`config.mk`:
```
export PLATFORM = sky130hd
export DESIGN_NAME = rr_arbiter_2_to_1_flat
export DESIGN_NICKNAME = d
export VERILOG_FILES = /design/src/rtl/rr_arbiter_2_to_1_if.sv /design/src/rtl/rr_arbiter_2_to_1.sv /design/src/flat_wrapper.sv
export SDC_FILE = /design/constraint.sdc
export NUM_CORES = 1
export LEC_CHECK = 0
export ABC_CLOCK_PERIOD_IN_PS = 3800
export BUFFER_PORTS_ARGS = -buffer_cell sky130_fd_sc_hd__buf_2
export CORE_ASPECT_RATIO = 0.9
export CORE_MARGIN = 2
export CORE_UTILIZATION = 51
export DETAILED_ROUTE_END_ITERATION = 10
export PLACE_DENSITY_LB_ADDON = 0.08
export SLEW_MARGIN = 20
export SYNTH_ARGS = -nofsm -noshare
export SYNTH_HDL_FRONTEND = slang
export SYNTH_SLANG_ARGS = --single-unit
```
`constraint.sdc`:
```
create_clock -name clk -period 3.8 [get_ports clk]
set_input_delay 0.76 -clock clk [delete_from_list [all_inputs] [get_ports clk]]
set_output_delay 0.76 -clock clk [all_outputs]
set_load 0.02 [all_outputs]
```
`src/rtl/rr_arbiter_2_to_1_if.sv`:
```
// Valid/ready stream bundle used for both arbiter inputs and its registered output.
interface rr_arbiter_2_to_1_if #(parameter int WIDTH = 8);
  logic             valid;
  logic             ready;
  logic [WIDTH-1:0] data;

  modport master (output valid, output data, input ready);
  modport slave  (input valid, input data, output ready);
endinterface

```
`src/rtl/rr_arbiter_2_to_1.sv`:
```
// Two-source round-robin stream arbiter with a registered output word and the
// registered select that steers the downstream 2:1 mux.
module rr_arbiter_2_to_1 #(
  parameter int WIDTH = 8,
  parameter int CNT_W = 8
) (
  input  logic                  clk,
  input  logic                  rst_n,
  rr_arbiter_2_to_1_if.slave    in1,
  rr_arbiter_2_to_1_if.slave    in2,
  rr_arbiter_2_to_1_if.master   out,
  output logic                  sel,
  output logic [CNT_W-1:0]      grant_cnt1,
  output logic [CNT_W-1:0]      grant_cnt2
);

  logic [1:0]              vld, gnt, rdy, xfer;
  logic [1:0][WIDTH-1:0]   din;
  logic [1:0][CNT_W-1:0]   cnt;
  logic                    prio;
  logic                    out_vld;
  logic [WIDTH-1:0]        out_q;
  logic                    can_load;

  assign vld    = {in2.valid, in1.valid};
  assign din[0] = in1.data;
  assign din[1] = in2.data;

  // prio = 0 favours in1 only when both sources contend
  assign gnt[0]   = vld[0] && (!vld[1] || !prio);
  assign gnt[1]   = vld[1] && (!vld[0] ||  prio);
  assign can_load = !out_vld || out.ready;
  // readies are forced low during the reset cycle so nothing is accepted
  assign rdy      = {2{rst_n && can_load}} & gnt;
  assign xfer     = vld & rdy;

  assign in1.ready  = rdy[0];
  assign in2.ready  = rdy[1];
  assign out.valid  = out_vld;
  assign out.data   = out_q;
  assign grant_cnt1 = cnt[0];
  assign grant_cnt2 = cnt[1];

  always_ff @(posedge clk) begin
    if (!rst_n) begin
      out_vld <= 1'b0;
      out_q   <= '0;
      sel     <= 1'b0;
      prio    <= 1'b0;
      cnt     <= '0;
    end else begin
      if (|xfer) begin
        out_vld <= 1'b1;
        out_q   <= xfer[1] ? din[1] : din[0];
        sel     <= xfer[1];
        prio    <= xfer[0];
      end else if (out.ready) begin
        out_vld <= 1'b0;
      end
      for (int i = 0; i < 2; i++)
        cnt[i] <= cnt[i] + CNT_W'(xfer[i]);
    end
  end

endmodule

```
`src/flat_wrapper.sv`:
```
// flat-port wrapper written by rule: the top's interface ports become plain ports
module rr_arbiter_2_to_1_flat 
#(
  parameter int WIDTH = 8,
  parameter int CNT_W = 8
)
  (clk, rst_n, sel, grant_cnt1, grant_cnt2, in1_valid, in1_data, in1_ready, in2_valid, in2_data, in2_ready, out_valid, out_data, out_ready);
  rr_arbiter_2_to_1_if #(.WIDTH(WIDTH)) in1_i ();
  rr_arbiter_2_to_1_if #(.WIDTH(WIDTH)) in2_i ();
  rr_arbiter_2_to_1_if #(.WIDTH(WIDTH)) out_i ();
  input  logic clk;
  input  logic rst_n;
  output logic sel;
  output logic [CNT_W-1:0] grant_cnt1;
  output logic [CNT_W-1:0] grant_cnt2;
  input wire logic [$bits(in1_i.valid)-1:0] in1_valid;
  input wire logic [$bits(in1_i.data)-1:0] in1_data;
  output wire logic [$bits(in1_i.ready)-1:0] in1_ready;
  input wire logic [$bits(in2_i.valid)-1:0] in2_valid;
  input wire logic [$bits(in2_i.data)-1:0] in2_data;
  output wire logic [$bits(in2_i.ready)-1:0] in2_ready;
  output wire logic [$bits(out_i.valid)-1:0] out_valid;
  output wire logic [$bits(out_i.data)-1:0] out_data;
  input wire logic [$bits(out_i.ready)-1:0] out_ready;
  assign in1_i.valid = in1_valid;
  assign in1_i.data = in1_data;
  assign in1_ready = in1_i.ready;
  assign in2_i.valid = in2_valid;
  assign in2_i.data = in2_data;
  assign in2_ready = in2_i.ready;
  assign out_valid = out_i.valid;
  assign out_data = out_i.data;
  assign out_i.ready = out_ready;
  rr_arbiter_2_to_1 #(.WIDTH(WIDTH), .CNT_W(CNT_W)) u_core (.clk(clk), .rst_n(rst_n), .in1(in1_i), .in2(in2_i), .out(out_i), .sel(sel), .grant_cnt1(grant_cnt1), .grant_cnt2(grant_cnt2));
endmodule
```
==> metrics.cfg, run 1 <==
[status]
run_status = finished clean

[sta]
fin_crit_ns = 2.76
rsz0062_at_grt = no
skew_ns = 0.00135
fin_crit_sh = 0.728
final_hold_viol_count = 0
worstMarginPinSlew_ns = 0.560
setup_tns_ns = 0
max_slew_margin = 0.623
fmax_ghz = 0.362
worst_slack_ns = 1.04
finalSetupViolCount = 0
slew_violations = 0

[cts]
numCtsBuffers = 3
worstSkewPairLatency_ns = 0.33
postCtsResizedCells = 0
postCtsSetupRepairBufs = 0
clockBufferDepth = 2
h-tree-depth = 1
cts-root-buf = clkbuf_4
cts.sinks = 27
cts_tree = built
hold_buffers = 0
path_clk_slew_ns = 0.14

[global_routing]
grt_pass1_wl_um = 4670
antenna_found_initial = 0
grt_pass1_vias = 1069
grt_max_degree = 39
gr-total-overflow = 0
grt_usage = 0.204

[setup_path]
crit_slowest_cell = nor4_1
path_common_cell = ha_1
critPathMaxStageDelay_ns = 0.59
cp-start-kind = input pin
required_ns = 4.07
worstSetupStartpoint = rst_n
crit_path_end_kind = flip-flop
critPathKind = in -> reg
worstPathMaxFanout = 38
r2r-start = u_core.out.valid
rrSetupSlack_ns = 1.47
crit_chain = buf_2 > inv_2 > nor4_1 > ha_1 > ha_1 > nand3_1 > or3_1 > a21oi_1
cp.arrival_ns = 3.03

[die]
core_um2 = 2420
row_count = 17
fp.dieW_um = 57.0
die_y_um = 51.7
io_pins = 49
dieArea_um2 = 2950
initial_core_util = 0.531

[min_path]
min-delay-start = u_core.grant_cnt2[7]
hold_class = reg -> reg

[route]
drt-total-wl_um = 2900
final_antenna_net_count = 0
drt_iter0_drc = 30
dr.pass1.iters = 4
wl_per_cell_um = 13.5
drc = 0
vias = 1230
viasPerCell = 5.72

[placed_design]
pre_cts_ws_ns = 0.762
port_buffers = 48
gp_congestion = 0.752
dp_hpwl_um = 2120

[logic_synthesis]
synthCells = 146
synth_seq_cells = 27
async_flop_share = 0
syn_area_um2 = 1290
ys.flop_type = dfxtp_1
yosys_warnings = 0
ys_types = 31
synth.net_count = 171
synth.avg_cell_area_um2 = 8.83
ys_seq_area_frac = 0.419
synth-edff-count = 0

[final_layout]
num-fill-cells = 238
final_common_cell = buf_2
area.growth.synth_to_final_pct = 19.0
ff_latch_area_um2 = 541
drive_above_1_share = 0.299
multi_input_area_um2 = 662
final_cell_mix = buf_2, dfxtp_1, nand2_1
n_antenna_cell = 0
nets = 213

[power_and_ir_drop]
power_density_nw_per_um2 = 339
vdd_drop_max_mv = 0.197
p_leak_uw = 0.000673

[flow_run]
max_cap_violations = 0

[routing by layer]
metal	global-route usage	routed length, um	vias up
li1	-	-	634
met3	0.0373	167	5
met4	0.0814	40	0
met2	0.333	1350	37
met5	0	0	-
met1	0.267	1340	554
[final cells by class]
type / instances / area share
well taps: 28 / 0.0228
multi-input cells: 102 / 0.431
clock buffers: 4 / 0.0171
repair buffers: 50 / 0.166
inverters: 4 / 0.00979
flip-flops and latches: 27 / 0.352
[sequential cells by signal (all words and copies together) (netlist names)]
| signal | cells |
|---|---|
| u_core.grant_cnt1 | 8 |
| u_core.sel | 1 |
| u_core.out.valid | 1 |
| u_core.grant_cnt2 | 8 |
| u_core.out.data | 8 |
| u_core.prio | 1 |
[where the power goes]
part | switching, uW | total (uW) | internal, uW
Sequential | 6.65 | 302 | 295
Clock | 83.7 | 125 | 41.2
Combinational | 57.3 | 92.4 | 35.1
[worst paths after layout]
path / cells past startpoint / endpoint
worst max-delay path: 8 / u_core.grant_cnt2[6]
worst min-delay path: 2 / u_core.grant_cnt2[7]
worst max register to register: 8 / u_core.grant_cnt2[6]
worst min register to register: 2 / u_core.grant_cnt2[7]
[critical path, delay by kind of cell]
family,cells,cell delay (ns)
compound gates,1,0.14
fa+ha+maj,2,0.49
buf+inv,2,0.57
simple gates,3,1.08
[cell usage after synthesis (4+ instances only)]
library cell  number  share of area
a21oi_1            6          0.023
a311oi_1           8          0.054
a31oi_1            8          0.039
and2_1             4          0.019
clkbuf_1           7          0.020
dfxtp_1           27           0.42
ha_1               4          0.039
nand2_1           16          0.047
nand3_1            5          0.019
nor2_1             6          0.017
o21ai_0            5          0.019
o41ai_1            8          0.054
or3_1              4          0.019
or4_1             10          0.058
xor2_1             4          0.027
[through the flow]
stage	cells	power, uW	cell area [um^2]	utilization	hold slack [ns]
after floorplan	146	371	1290	-	0.450
after global placement	211	399	1510	0.622	0.460
after detailed placement	211	401	1510	0.622	0.469
after CTS	215	525	1530	0.633	0.490
after global routing	215	546	1530	0.633	0.527
final	215	519	1530	0.633	0.484
[cell families after synthesis]
| logic type | Yosys count | share of synthesized area |
|---|---|---|
| simple gates | 53 | 0.219 |
| compound gates | 39 | 0.215 |
| flops | 27 | 0.419 |
| buf+inv | 17 | 0.0670 |
| xor+xnor | 6 | 0.0408 |
| fa+ha+maj | 4 | 0.0388 |
(Power assumes the default switching activity.)
==> inputs of run 2 (changes only) <==
ABC_CLOCK_PERIOD_IN_PS = 2200   (was 3800)
CORE_UTILIZATION = 43   (was 51)
clock period = 2.2 ns   (was 3.8 ns; I/O delays follow)
==> metrics.cfg, run 2 (same netlist as run 1, synthesis figures left out) <==
[status]
run_status = finished clean

[final_layout]
n_antenna_cell = 0
final_common_cell = buf_2
multi_input_area_um2 = 668
drive_above_1_share = 0.335
nets = 220
ff_latch_area_um2 = 541
num-fill-cells = 274
area.growth.synth_to_final_pct = 25.0
final_cell_mix = buf_2, dfxtp_1, nand2_1

[setup_path]
required_ns = 2.47
crit_buf_inv = 0
crit_chain = nor2b_1 > nor4_2 > ha_1 > ha_1 > nand3_1 > or3_1 > a21oi_1
crit_family = simple AND/OR/NAND/NOR gates
crit_slowest_cell = or3_1
crit_path_end_kind = flip-flop
r2r-start = u_core.out.valid
path_common_cell = ha_1
critPathMaxStageDelay_ns = 0.36
cp-start-kind = flip-flop
worstSetupStartpoint = u_core.out.valid
critPathKind = reg -> reg
worstPathMaxFanout = 3
cp.arrival_ns = 2.25

[sta]
fmax_ghz = 0.505
whs_ns = 0.362
rsz0062_at_grt = no
final_hold_viol_count = 0
max_slew_margin = 0.756
finalSetupViolCount = 0
worstMarginPinSlew_ns = 0.363
setup_tns_ns = 0
fin_crit_sh = 0.900
slew_violations = 0
fin_crit_ns = 1.98
skew_ns = 0.00723

[placed_design]
gp_congestion = 0.797
dp_hpwl_um = 2230
port_buffers = 48

[cts]
clockBufferDepth = 2
cts_tree = built
h-tree-depth = 1
hold_buffers = 0
cts.sinks = 27
worstSkewPairLatency_ns = 0.33
postCtsSetupRepairBufs = 0
path_clk_slew_ns = 0.15
numCtsBuffers = 3
cts-root-buf = clkbuf_4
postCtsResizedCells = 0

[global_routing]
grt_max_degree = 38
antenna_found_initial = 0
grt_usage = 0.182
gr-total-overflow = 0
grt_pass1_wl_um = 4910
grt_pass1_vias = 1122

[die]
initial_core_util = 0.461
row_count = 18
die_y_um = 55.9
io_pins = 49
fp.dieW_um = 61.7
dieArea_um2 = 3450
core_um2 = 2790

[min_path]
min-delay-start = in1_data[0]
hold_class = in -> reg

[route]
viasPerCell = 5.47
final_antenna_net_count = 0
dr.pass1.iters = 4
drt-total-wl_um = 3010
drt_iter0_drc = 59
vias = 1280
drc = 0
wl_per_cell_um = 12.9

[power_and_ir_drop]
vdd_drop_max_mv = 0.335
power_density_nw_per_um2 = 568
p_leak_uw = 0.000705

[flow_run]
max_cap_violations = 0

[run 2: changes by cell type in the layout (fill, tap and decap cells not counted), sizes merged]
cell / delta
clkbuf: -1
clkinvlp: +1
buf: +7
[run 2: routing by layer]
metal	routed length, um	vias up	global-route usage	part of all wire
met4	49	0	0.0456	0.016
met3	178	6	0.0535	0.059
li1	-	649	-	-
met2	1380	39	0.272	0.46
met1	1400	586	0.252	0.47
met5	0	-	0	0
[run 2: cell type report]
cell class | count | share of cell area
Clock buffer | 3 | 0.0140
Clock inverter | 1 | 0.00466
Inverter | 4 | 0.00932
Multi-Input combinational cell | 102 | 0.415
Tap cell | 40 | 0.0311
Timing Repair Buffer | 57 | 0.191
Sequential cell | 27 | 0.335
[run 2: path summary, 6_finish.rpt]
check / end / slack [ns] / cells after the start
min: u_core.out.data[0] / 0.36 / 3
max: u_core.grant_cnt2[6] / 0.22 / 7
max reg2reg: u_core.grant_cnt2[6] / 0.22 / 7
min reg2reg: u_core.grant_cnt1[7] / 0.49 / 2
[run 2: tightest hold or removal path, delay by kind of cell]
| family | cells | cell delay, ns |
|---|---|---|
| AOI/OAI and AO/OA | 2 | 0.13 |
| buffers and inverters | 1 | 0.10 |
[run 2: report_power, final]
group          switching [uW]  internal, uW  total, uW  leakage [uW]
clock                     152          69.6        222     0.0000139
sequential               11.5           510        522      0.000220
combinational             103          68.1        171      0.000471
total                     267           648        915      0.000705
[run 2: metrics by stage]
step	power [uW]	instance area [um^2]	setup WS (ns)	cells	utilization
after floorplan	643	1290	0.0153	146	-
after global placement	700	1580	0.105	230	0.566
after detailed placement	703	1580	0.0369	230	0.566
after CTS	923	1610	0.242	234	0.577
after global routing	963	1610	0.0510	234	0.577
final	915	1610	0.220	234	0.577
==> inputs of run 3 (changes only) <==
BUFFER_PORTS_ARGS = not set   (was -buffer_cell sky130_fd_sc_hd__buf_2)
CORE_UTILIZATION = 55   (was 43)
DONT_BUFFER_PORTS = 1   (was not set)
==> metrics.cfg, run 3 (same netlist as run 1, synthesis figures left out) <==
[cts]
postCtsResizedCells = 0
clockBufferDepth = 2
path_clk_slew_ns = 0.14
postCtsSetupRepairBufs = 0
worstSkewPairLatency_ns = 0.32
cts-root-buf = clkbuf_4
hold_buffers = 0
numCtsBuffers = 3
cts_tree = built
cts.sinks = 27
h-tree-depth = 1

[global_routing]
antenna_found_initial = 0
grt_pass1_vias = 973
grt_max_degree = 38
grt_pass1_wl_um = 4340
grt_usage = 0.215
gr-total-overflow = 0

[sta]
fin_crit_sh = 0.877
whs_ns = 0.230
final_hold_viol_count = 0
finalSetupViolCount = 0
skew_ns = 0.00797
slew_violations = 0
max_slew_margin = 0.773
fin_crit_ns = 1.93
fmax_ghz = 0.519
setup_tns_ns = 0
rsz0062_at_grt = no
worstMarginPinSlew_ns = 0.336

[route]
drc = 0
wl_per_cell_um = 16.2
viasPerCell = 6.48
dr.pass1.iters = 4
drt-total-wl_um = 2790
drt_iter0_drc = 37
vias = 1115
final_antenna_net_count = 0

[power_and_ir_drop]
pwr-share-clk = 0.248
power_uw = 863
power_density_nw_per_um2 = 642
p_leak_uw = 0.000476
vdd_drop_max_mv = 0.542
pwr-share-comb = 0.119
switching_share = 0.276
internal_power_uw = 624
p_seq_frac = 0.634
p_sw_uw = 238

[final_layout]
num-fill-cells = 194
final_cell_mix = dfxtp_1, nand2_1, or4_1
nets = 171
multi_input_area_um2 = 668
utilization = 0.610
final_common_cell = dfxtp_1
drive_above_1_share = 0.103
n_antenna_cell = 0
ff_latch_area_um2 = 541
area.growth.synth_to_final_pct = 4.27

[setup_path]
cp.arrival_ns = 2.20
required_ns = 2.47
cp-start-kind = flip-flop
critPathKind = reg -> reg
r2r-start = u_core.out.valid
crit_path_end_kind = flip-flop
worstPathMaxFanout = 3
worstSetupStartpoint = u_core.out.valid

[die]
die_y_um = 49.9
fp.dieW_um = 55.0
io_pins = 49
initial_core_util = 0.585
core_um2 = 2200
dieArea_um2 = 2750
row_count = 16

[status]
run_status = finished clean

[placed_design]
port_buffers = 0
dp_hpwl_um = 2010
gp_congestion = 0.840

[min_path]
min-delay-start = rst_n
hold_class = in -> reg

[flow_run]
max_cap_violations = 0

-- run 3: final cells by class --
cell class | count | area share
Sequential cell | 27 | 0.402
Clock buffer | 4 | 0.0196
Tap cell | 27 | 0.0251
Timing Repair Buffer | 8 | 0.0447
Inverter | 4 | 0.0112
Multi-Input combinational cell | 102 | 0.497
-- run 3: worst paths after layout --
kind | endpoint | slack, ns | cells after the start
worst max register to register | u_core.grant_cnt2[6] | 0.27 | 7
worst min register to register | u_core.prio | 0.52 | 2
worst max-delay path | u_core.grant_cnt2[6] | 0.27 | 7
worst min-delay path | u_core.out.valid | 0.23 | 1
-- run 3: stage by stage --
step | area [um^2] | instances | setup WS (ns)
2_1_floorplan | 1290 | 146 | 0.0153
3_3_place_gp | 1320 | 168 | 0.276
3_5_place_dp | 1320 | 168 | 0.181
4_1_cts | 1340 | 172 | 0.246
5_1_grt | 1340 | 172 | 0.103
6_report | 1340 | 172 | 0.272
-- run 3: power by group through the flow --
| stage | Sequential, uW | Combinational, uW | Clock, uW |
|---|---|---|---|
| final | 547 | 102 | 214 |
| after global routing | 550 | 116 | 235 |
| after CTS | 547 | 102 | 221 |
| after detailed placement | 558 | 102 | 0 |
| after global placement | 557 | 99.5 | 0 |
| after floorplan | 555 | 87.1 | 0 |
-- run 3: routing by layer --
| layer | vias to the layer above | GRT usage | wire length (um) |
|---|---|---|---|
| met4 | 0 | 0.0528 | 22 |
| li1 | 554 | - | - |
| met2 | 43 | 0.357 | 1350 |
| met5 | - | 0 | 0 |
| met3 | 4 | 0.0758 | 212 |
| met1 | 514 | 0.260 | 1200 |
-- run 3: critical path: stages, from the launching register on --
cell and delay [ns]:
dfxtp_1 0.33, nor2b_1 0.14, nor4_2 0.30, ha_1 0.27
ha_1 0.19, nand3_1 0.13, or3_1 0.38, a21oi_1 0.14
